==> src/rtl/ir_loader_pkg.sv <==
// Shared types and constants for the instruction-memory program loader.
// Latency: n/a (declarations only).
// Backpressure: n/a.
package ir_loader_pkg;

    // Loader FSM states.
    typedef enum logic [2:0] {
        ST_IDLE,
        ST_HDR0,
        ST_HDR1,
        ST_WORD,
        ST_WRITE,
        ST_DONE,
        ST_ERR
    } state_t;

    localparam int HDR_BYTES      = 2;
    localparam int BYTES_PER_WORD = 4;
    localparam int COUNT_W        = 16;
    localparam int BIDX_W         = $clog2(BYTES_PER_WORD);

    // Minimum number of cycles from the start edge to the edge that enters DONE
    // for an n-word program: one cycle per header byte, then per word one cycle
    // per byte plus the write cycle.
    function automatic int load_cycles(input int n_words);
        return HDR_BYTES + (BYTES_PER_WORD + 1) * n_words;
    endfunction

endpackage

==> src/rtl/ir_word_assembler.sv <==
// Packs a little-endian byte stream into 32-bit words (first byte -> bits 7:0).
// Latency: combinational word_o/word_full_o for the byte being accepted; state updates next edge.
// Backpressure: none of its own; the caller only asserts byte_vld_i on an accepted transfer.
//
// Ports:
//   clk, rst       clock, asynchronous active-high reset
//   clear_i        restart at byte 0 with an all-zero word
//   byte_vld_i     a byte is being accepted this cycle
//   byte_dat_i     the byte
//   word_o         word including the byte being accepted this cycle
//   word_full_o    the byte being accepted completes the word
module ir_word_assembler
    import ir_loader_pkg::*;
(
    input  logic        clk,
    input  logic        rst,
    input  logic        clear_i,
    input  logic        byte_vld_i,
    input  logic [7:0]  byte_dat_i,
    output logic [31:0] word_o,
    output logic        word_full_o
);

    logic [BIDX_W-1:0] bidx_q, bidx_d;
    logic [31:0]       word_q, word_d;

    // The incoming byte is placed in its lane combinationally so the caller can
    // capture the complete word on the same edge that accepts the last byte.
    always_comb begin
        word_d = word_q;
        word_d[{bidx_q, 3'b000} +: 8] = byte_dat_i;
        bidx_d = bidx_q + BIDX_W'(1);
    end

    assign word_o      = word_d;
    assign word_full_o = byte_vld_i && (bidx_q == BIDX_W'(BYTES_PER_WORD - 1));

    // The byte index wraps to 0 after the last lane, ready for the next word.
    always_ff @(posedge clk or posedge rst) begin
        if (rst) begin
            bidx_q <= '0;
            word_q <= '0;
        end else if (clear_i) begin
            bidx_q <= '0;
            word_q <= '0;
        end else if (byte_vld_i) begin
            bidx_q <= bidx_d;
            word_q <= word_d;
        end
    end

endmodule

==> src/rtl/ir_mem_loader.sv <==
// Loads a program into instruction memory from a byte stream: 16-bit LE word count, then LE words.
// Latency: write strobe the cycle after a word's 4th byte; DONE 2 + 5N cycles after start at best.
// Backpressure: byte_ready low outside header/word collection (including the write cycle); gaps stall.
//
// Ports:
//   clk, rst                  clock, asynchronous active-high reset
//   start                     one-cycle load request (honoured in IDLE/DONE/ERR)
//   byte_valid/byte_data      host byte stream, transfer when byte_valid && byte_ready
//   byte_ready                loader accepts a byte this cycle
//   wr_en/wr_addr/wr_data     instruction memory write port (one-cycle strobe)
//   cpu_hold                  stall the core while a load is in progress or has failed
//   done/error                result of the last load (levels)
module ir_mem_loader
    import ir_loader_pkg::*;
#(
    parameter int DEPTH  = 1024,
    parameter int ADDR_W = 10
) (
    input  logic              clk,
    input  logic              rst,
    input  logic              start,
    input  logic              byte_valid,
    input  logic [7:0]        byte_data,
    output logic              byte_ready,
    output logic              wr_en,
    output logic [ADDR_W-1:0] wr_addr,
    output logic [31:0]       wr_data,
    output logic              cpu_hold,
    output logic              done,
    output logic              error
);

    // One extra bit so the index can represent DEPTH after the final write.
    localparam int IDX_W = ADDR_W + 1;

    state_t             state_q;
    logic [COUNT_W-1:0] count_q;
    logic [IDX_W-1:0]   widx_q;
    logic               byte_ready_q;
    logic               wr_en_q;
    logic [ADDR_W-1:0]  wr_addr_q;
    logic [31:0]        wr_data_q;
    logic               cpu_hold_q;
    logic               done_q;
    logic               error_q;

    logic               accept;
    logic               start_ok;
    logic [COUNT_W-1:0] hdr_count;
    logic               last_word;
    logic               asm_vld;
    logic [31:0]        asm_word;
    logic               asm_full;

    assign accept    = byte_valid && byte_ready_q;
    assign start_ok  = start && (state_q == ST_IDLE || state_q == ST_DONE || state_q == ST_ERR);
    // Full count as it stands when the high header byte is being accepted.
    assign hdr_count = {byte_data, count_q[7:0]};
    assign last_word = (COUNT_W'(widx_q) + COUNT_W'(1)) == count_q;
    assign asm_vld   = accept && (state_q == ST_WORD);

    ir_word_assembler u_asm (
        .clk         (clk),
        .rst         (rst),
        .clear_i     (start_ok),
        .byte_vld_i  (asm_vld),
        .byte_dat_i  (byte_data),
        .word_o      (asm_word),
        .word_full_o (asm_full)
    );

    always_ff @(posedge clk or posedge rst) begin
        if (rst) begin
            state_q      <= ST_IDLE;
            count_q      <= '0;
            widx_q       <= '0;
            byte_ready_q <= 1'b0;
            wr_en_q      <= 1'b0;
            wr_addr_q    <= '0;
            wr_data_q    <= '0;
            cpu_hold_q   <= 1'b0;
            done_q       <= 1'b0;
            error_q      <= 1'b0;
        end else begin
            wr_en_q <= 1'b0;
            case (state_q)
                ST_IDLE, ST_DONE, ST_ERR: begin
                    if (start) begin
                        state_q      <= ST_HDR0;
                        widx_q       <= '0;
                        byte_ready_q <= 1'b1;
                        cpu_hold_q   <= 1'b1;
                        done_q       <= 1'b0;
                        error_q      <= 1'b0;
                    end
                end
                ST_HDR0: begin
                    if (accept) begin
                        count_q[7:0] <= byte_data;
                        state_q      <= ST_HDR1;
                    end
                end
                ST_HDR1: begin
                    if (accept) begin
                        count_q[15:8] <= byte_data;
                        if (hdr_count == '0) begin
                            state_q      <= ST_DONE;
                            byte_ready_q <= 1'b0;
                            cpu_hold_q   <= 1'b0;
                            done_q       <= 1'b1;
                        end else if (hdr_count > COUNT_W'(DEPTH)) begin
                            // Program would not fit: keep the core held off.
                            state_q      <= ST_ERR;
                            byte_ready_q <= 1'b0;
                            error_q      <= 1'b1;
                        end else begin
                            state_q <= ST_WORD;
                        end
                    end
                end
                ST_WORD: begin
                    if (asm_full) begin
                        state_q      <= ST_WRITE;
                        byte_ready_q <= 1'b0;
                        wr_en_q      <= 1'b1;
                        wr_addr_q    <= widx_q[ADDR_W-1:0];
                        wr_data_q    <= asm_word;
                    end
                end
                ST_WRITE: begin
                    widx_q <= widx_q + IDX_W'(1);
                    if (last_word) begin
                        state_q    <= ST_DONE;
                        cpu_hold_q <= 1'b0;
                        done_q     <= 1'b1;
                    end else begin
                        state_q      <= ST_WORD;
                        byte_ready_q <= 1'b1;
                    end
                end
                default: begin
                    state_q <= ST_IDLE;
                end
            endcase
        end
    end

    assign byte_ready = byte_ready_q;
    assign wr_en      = wr_en_q;
    assign wr_addr    = wr_addr_q;
    assign wr_data    = wr_data_q;
    assign cpu_hold   = cpu_hold_q;
    assign done       = done_q;
    assign error      = error_q;

endmodule

==> config.mk <==
export PLATFORM = sky130hd
export DESIGN_NAME = ir_mem_loader
export DESIGN_NICKNAME = d
export VERILOG_FILES = /design/src/rtl/ir_loader_pkg.sv /design/src/rtl/ir_word_assembler.sv /design/src/rtl/ir_mem_loader.sv
export SDC_FILE = /design/constraint.sdc
export NUM_CORES = 1
export LEC_CHECK = 0
export CELL_PAD_IN_SITES_DETAIL_PLACEMENT = 1
export CELL_PAD_IN_SITES_GLOBAL_PLACEMENT = 1
export CORE_MARGIN = 3
export CORE_UTILIZATION = 47
export CTS_CLUSTER_DIAMETER = 60
export DETAILED_ROUTE_END_ITERATION = 16
export PLACE_DENSITY = 0.93
export RECOVER_POWER = 50
export SLEW_MARGIN = 20
export SYNTH_ARGS = -nofsm -noshare
export SYNTH_HDL_FRONTEND = slang
export SYNTH_SLANG_ARGS = --single-unit
==> constraint.sdc <==
create_clock -name clk -period 5.5 [get_ports clk]
set_clock_uncertainty 0.1 [all_clocks]
set_input_delay 1.1 -clock clk [delete_from_list [all_inputs] [get_ports clk]]
set_output_delay 1.1 -clock clk [all_outputs]
set_load 0.01 [all_outputs]
==> reports/results.tsv <==
stage	metric	value	unit
timing	min Tclk post-route	3.75	ns
finish	Layout Nets	578	
timing	Setup WS post-layout	1.75	ns
placed_design	pre-CTS setup slack	1.65	ns
clocking	TritonCTS clock tree	done	
drt	DRT iter0 DRCs	270	
global_routing	vias in the first global route	4607	
logic_synthesis	#FFs+latches synth	103	
logic_synthesis	most used flip-flop cell after synthesis	dfrtp_1	
drt	via count	4212	
clocking	cts hold-fix bufs	0	
drt	wire length per cell	21.0	um
drt	DRT Pass-1 Iters	4	
setup_path	Slowest cell on crit path	clkbuf_1	
drt	DRC	0	
timing	Final period util	68.1	%
floorplan	chip width	110	um
floorplan	FP Rows	37	
setup_path	Crit. End Element	flop	
finish	share of cells above drive strength 1	10.1	%
global_routing	met3 usage	3.73	%
power_and_ir_drop	NetSw	0.895	mW
power_and_ir_drop	power density over cell area	385	nW/um^2
placed_design	port bufs	58	
setup_path	crit-path cells	clkdlybuf4s50_1 > a21boi_0 > clkbuf_1 > nor2_1 > o21ai_0 > o21ai_0	
global_routing	first-pass GRT wire length	23.7	mm
placed_design	DP HPWL	9.94	mm
logic_synthesis	FFs w/ async S/R, synth	100	%
clocking	Root Driver	clkbuf_8	
global_routing	grt met2 use	44.8	%
min_path	Hold Path Depth	2	
logic_synthesis	Post-synth EDFFs	0	
clocking	clock sink count	103	
setup_path	Top cell by count, worst path	o21ai_0	
power_and_ir_drop	worst vdd ir	150	uV
drt	via/cell ratio	6.01	
logic_synthesis	Post-Syn Area per Cell	9.80	um^2
logic_synthesis	Syn. warnings	0	
clocking	H-tree depth	3	
global_routing	met1 Usage GRT	30.6	%
timing	Slew Viols, Final	95	
clocking	# Post-CTS Setup Buffers	0	
run	max-cap viol count	2	
timing	Setup violations, final	0	
timing	slew of the pin with the lowest slew margin	2.86	ns
timing	Fmax	267	MHz
outcome	outcome	finished with violations	
setup_path	Worst EP required	5.65	ns
global_routing	busiest grt layer	met2	
clocking	Clock Tree Buf Depth	2	
outcome	failing checks	max-capacitance violations, max-slew violations	
finish	area of the multi-input gates	2320	um^2
logic_synthesis	Synth Cell Area	5120	um^2
global_routing	largest net degree at the start of global routing	63	
drt	Routed Antenna Nets	0	
power_and_ir_drop	Net Sw Frac	39.4	%
setup_path	reg2reg path depth	7	
timing	Total Neg Setup Slack	0	ns
power_and_ir_drop	Combinational Power Share	32.8	%
finish	area grow syn2layout	15.3	%
floorplan	I/O pin cnt	59	
floorplan	Core Region	10500	um^2
power_and_ir_drop	part of the power in registers	46.1	%
power_and_ir_drop	Clock power frac	21.1	%
clocking	clk_lat worst skew	0.38	ns
clocking	PostCTS Resize Cnt	0	
setup_path	crit path DAT	3.90	ns
setup_path	startpoint class of the critical path	input pin	
setup_path	worst stage delay on the critical path	1.18	ns
global_routing	Congestion Overflow GR	0	
logic_synthesis	unique cell type count in the Yosys netlist	61	
clocking	TritonCTS buffer count	9	
logic_synthesis	post-synthesis sequential area ratio	50.4	%
setup_path	type of the worst setup path	in2reg	
drt	final WL	14.7	mm
logic_synthesis	Syn Nets	540	
placed_design	Placer Congestion	0.865	
floorplan	die height	110	um
floorplan	Die ar.	12200	um^2
finish	FILL cells	1192	
global_routing	Total GRT Usage	25.3	%
timing	Max-slew headroom	-91.4	%
setup_path	worst-path maximum fanout	31	
floorplan	starting density of the core	48.9	%
min_path	HP Class	reg2reg	
power_and_ir_drop	Cell Int Power	1.38	mW
timing	Final Hold Violating Endpoints	0	
finish	ANT cells	0	
finish	Register Area	2580	um^2
power_and_ir_drop	Pleak	2.66	nW
global_routing	initial antenna violation count	0	
clocking	Clk pin slew, worst setup/hold paths	0.12	ns
timing	unrepaired setup endpoints after global routing	no	
logic_synthesis	synthesized instance count	522	
## worst paths after layout
path / start / endpoint / slack (ns)
min reg2reg: wr_data[10] / wr_data[10] / 0.39
min: wr_data[10] / wr_data[10] / 0.39
max in group asynchronous: rst / u_asm.word_q[4] / 1.88
max: start / widx_q[8] / 1.75
max reg2reg: state_q[2] / widx_q[8] / 1.80
min in group asynchronous: rst / wr_addr[6] / 1.88
## cell usage after synthesis, types with 7 or more instances
cell | count | area share (%)
nor3_1 | 13 | 1.3
inv_1 | 7 | 0.51
nor2_1 | 40 | 2.9
dfrtp_1 | 103 | 50
o21ai_0 | 55 | 5.4
a22oi_1 | 24 | 3.5
clkbuf_1 | 20 | 1.5
xor2_1 | 9 | 1.5
a21oi_1 | 33 | 3.2
nand3_1 | 7 | 0.68
buf_2 | 10 | 0.98
nor2b_1 | 26 | 3.2
nand2_1 | 63 | 4.6
mux2_2 | 24 | 5.3
## kinds of logic after synthesis
| kind of cell | synth area share [%] |
|---|---|
| simple gates | 19.1 |
| compound gates | 17.1 |
| flops | 50.4 |
| buf+inv | 4.38 |
| mux | 5.67 |
| xor+xnor | 1.88 |
| fa+ha+maj | 1.47 |
## through the flow
step	cell area [um^2]	power, mW	hold slack (ns)	instances	utilization, %
finish	5900	2.27	0.393	701	56.4
global route	5900	2.38	0.423	701	56.4
CTS	5910	2.27	0.404	701	56.4
detailed placement	5720	1.79	0.377	685	54.6
global placement	5720	1.70	0.372	685	54.6
floorplan	5120	1.54	0.372	522	-
## worst max-delay path: cells and delay by family
kind / cells / cell delay (ns)
buffers and inverters: 2 / 1.72
AND/OR/NAND/NOR: 1 / 0.44
AO/OA/AOI/OAI: 3 / 0.63
## cell type report
| cell class | count | share of cell area, % |
|---|---|---|
| clock buffers | 10 | 2.16 |
| clock inverters | 6 | 1.06 |
| inverters | 7 | 0.467 |
| multi-input cells | 376 | 39.3 |
| flip-flops and latches | 103 | 43.7 |
| well taps | 136 | 2.89 |
| repair buffers | 63 | 10.4 |
## placed cells by master (no fill, tap or decap), types with 7 or more instances in the layout
master / Yosys / final
o21ai_0: 55 / 55
dlygate4sd3_1: 0 / 44
xor2_1: 9 / 9
nand2_1: 63 / 62
dfrtp_1: 103 / 103
nor3_1: 13 / 13
a22oi_1: 24 / 24
mux2_2: 24 / 24
nor2b_1: 26 / 26
clkdlybuf4s50_1: 0 / 14
nor2_1: 40 / 40
a21oi_1: 33 / 33
nand3_1: 7 / 7
clkbuf_8: 2 / 9
## per-layer routing
layer / vias up / wire length [um]
met2: 102 / 7830
met3: 31 / 492
met1: 2159 / 6010
li1: 1920 / -
met5: - / 0
met4: 0 / 361
## power by group through the flow
| stage | combinational [mW] | sequential, mW | clock (mW) |
|---|---|---|---|
| 2_1_floorplan | 0.555 | 0.989 | 0 |
| 3_3_place_gp | 0.671 | 1.03 | 0 |
| 3_5_place_dp | 0.735 | 1.06 | 0 |
| 4_1_cts | 0.748 | 1.04 | 0.483 |
| 5_1_grt | 0.804 | 1.07 | 0.515 |
| 6_report | 0.744 | 1.05 | 0.478 |
## flip-flops by register name, summed over array words and instances (netlist names)
name	count
wr_data	32
u_asm.word_q	24
count_q	16
widx_q	11
wr_addr	10
state_q	3
u_asm.bidx_q	2
byte_ready	1
cpu_hold	1
done	1
error	1
wr_en	1
Note: power is estimated with default switching activity, not from simulation.
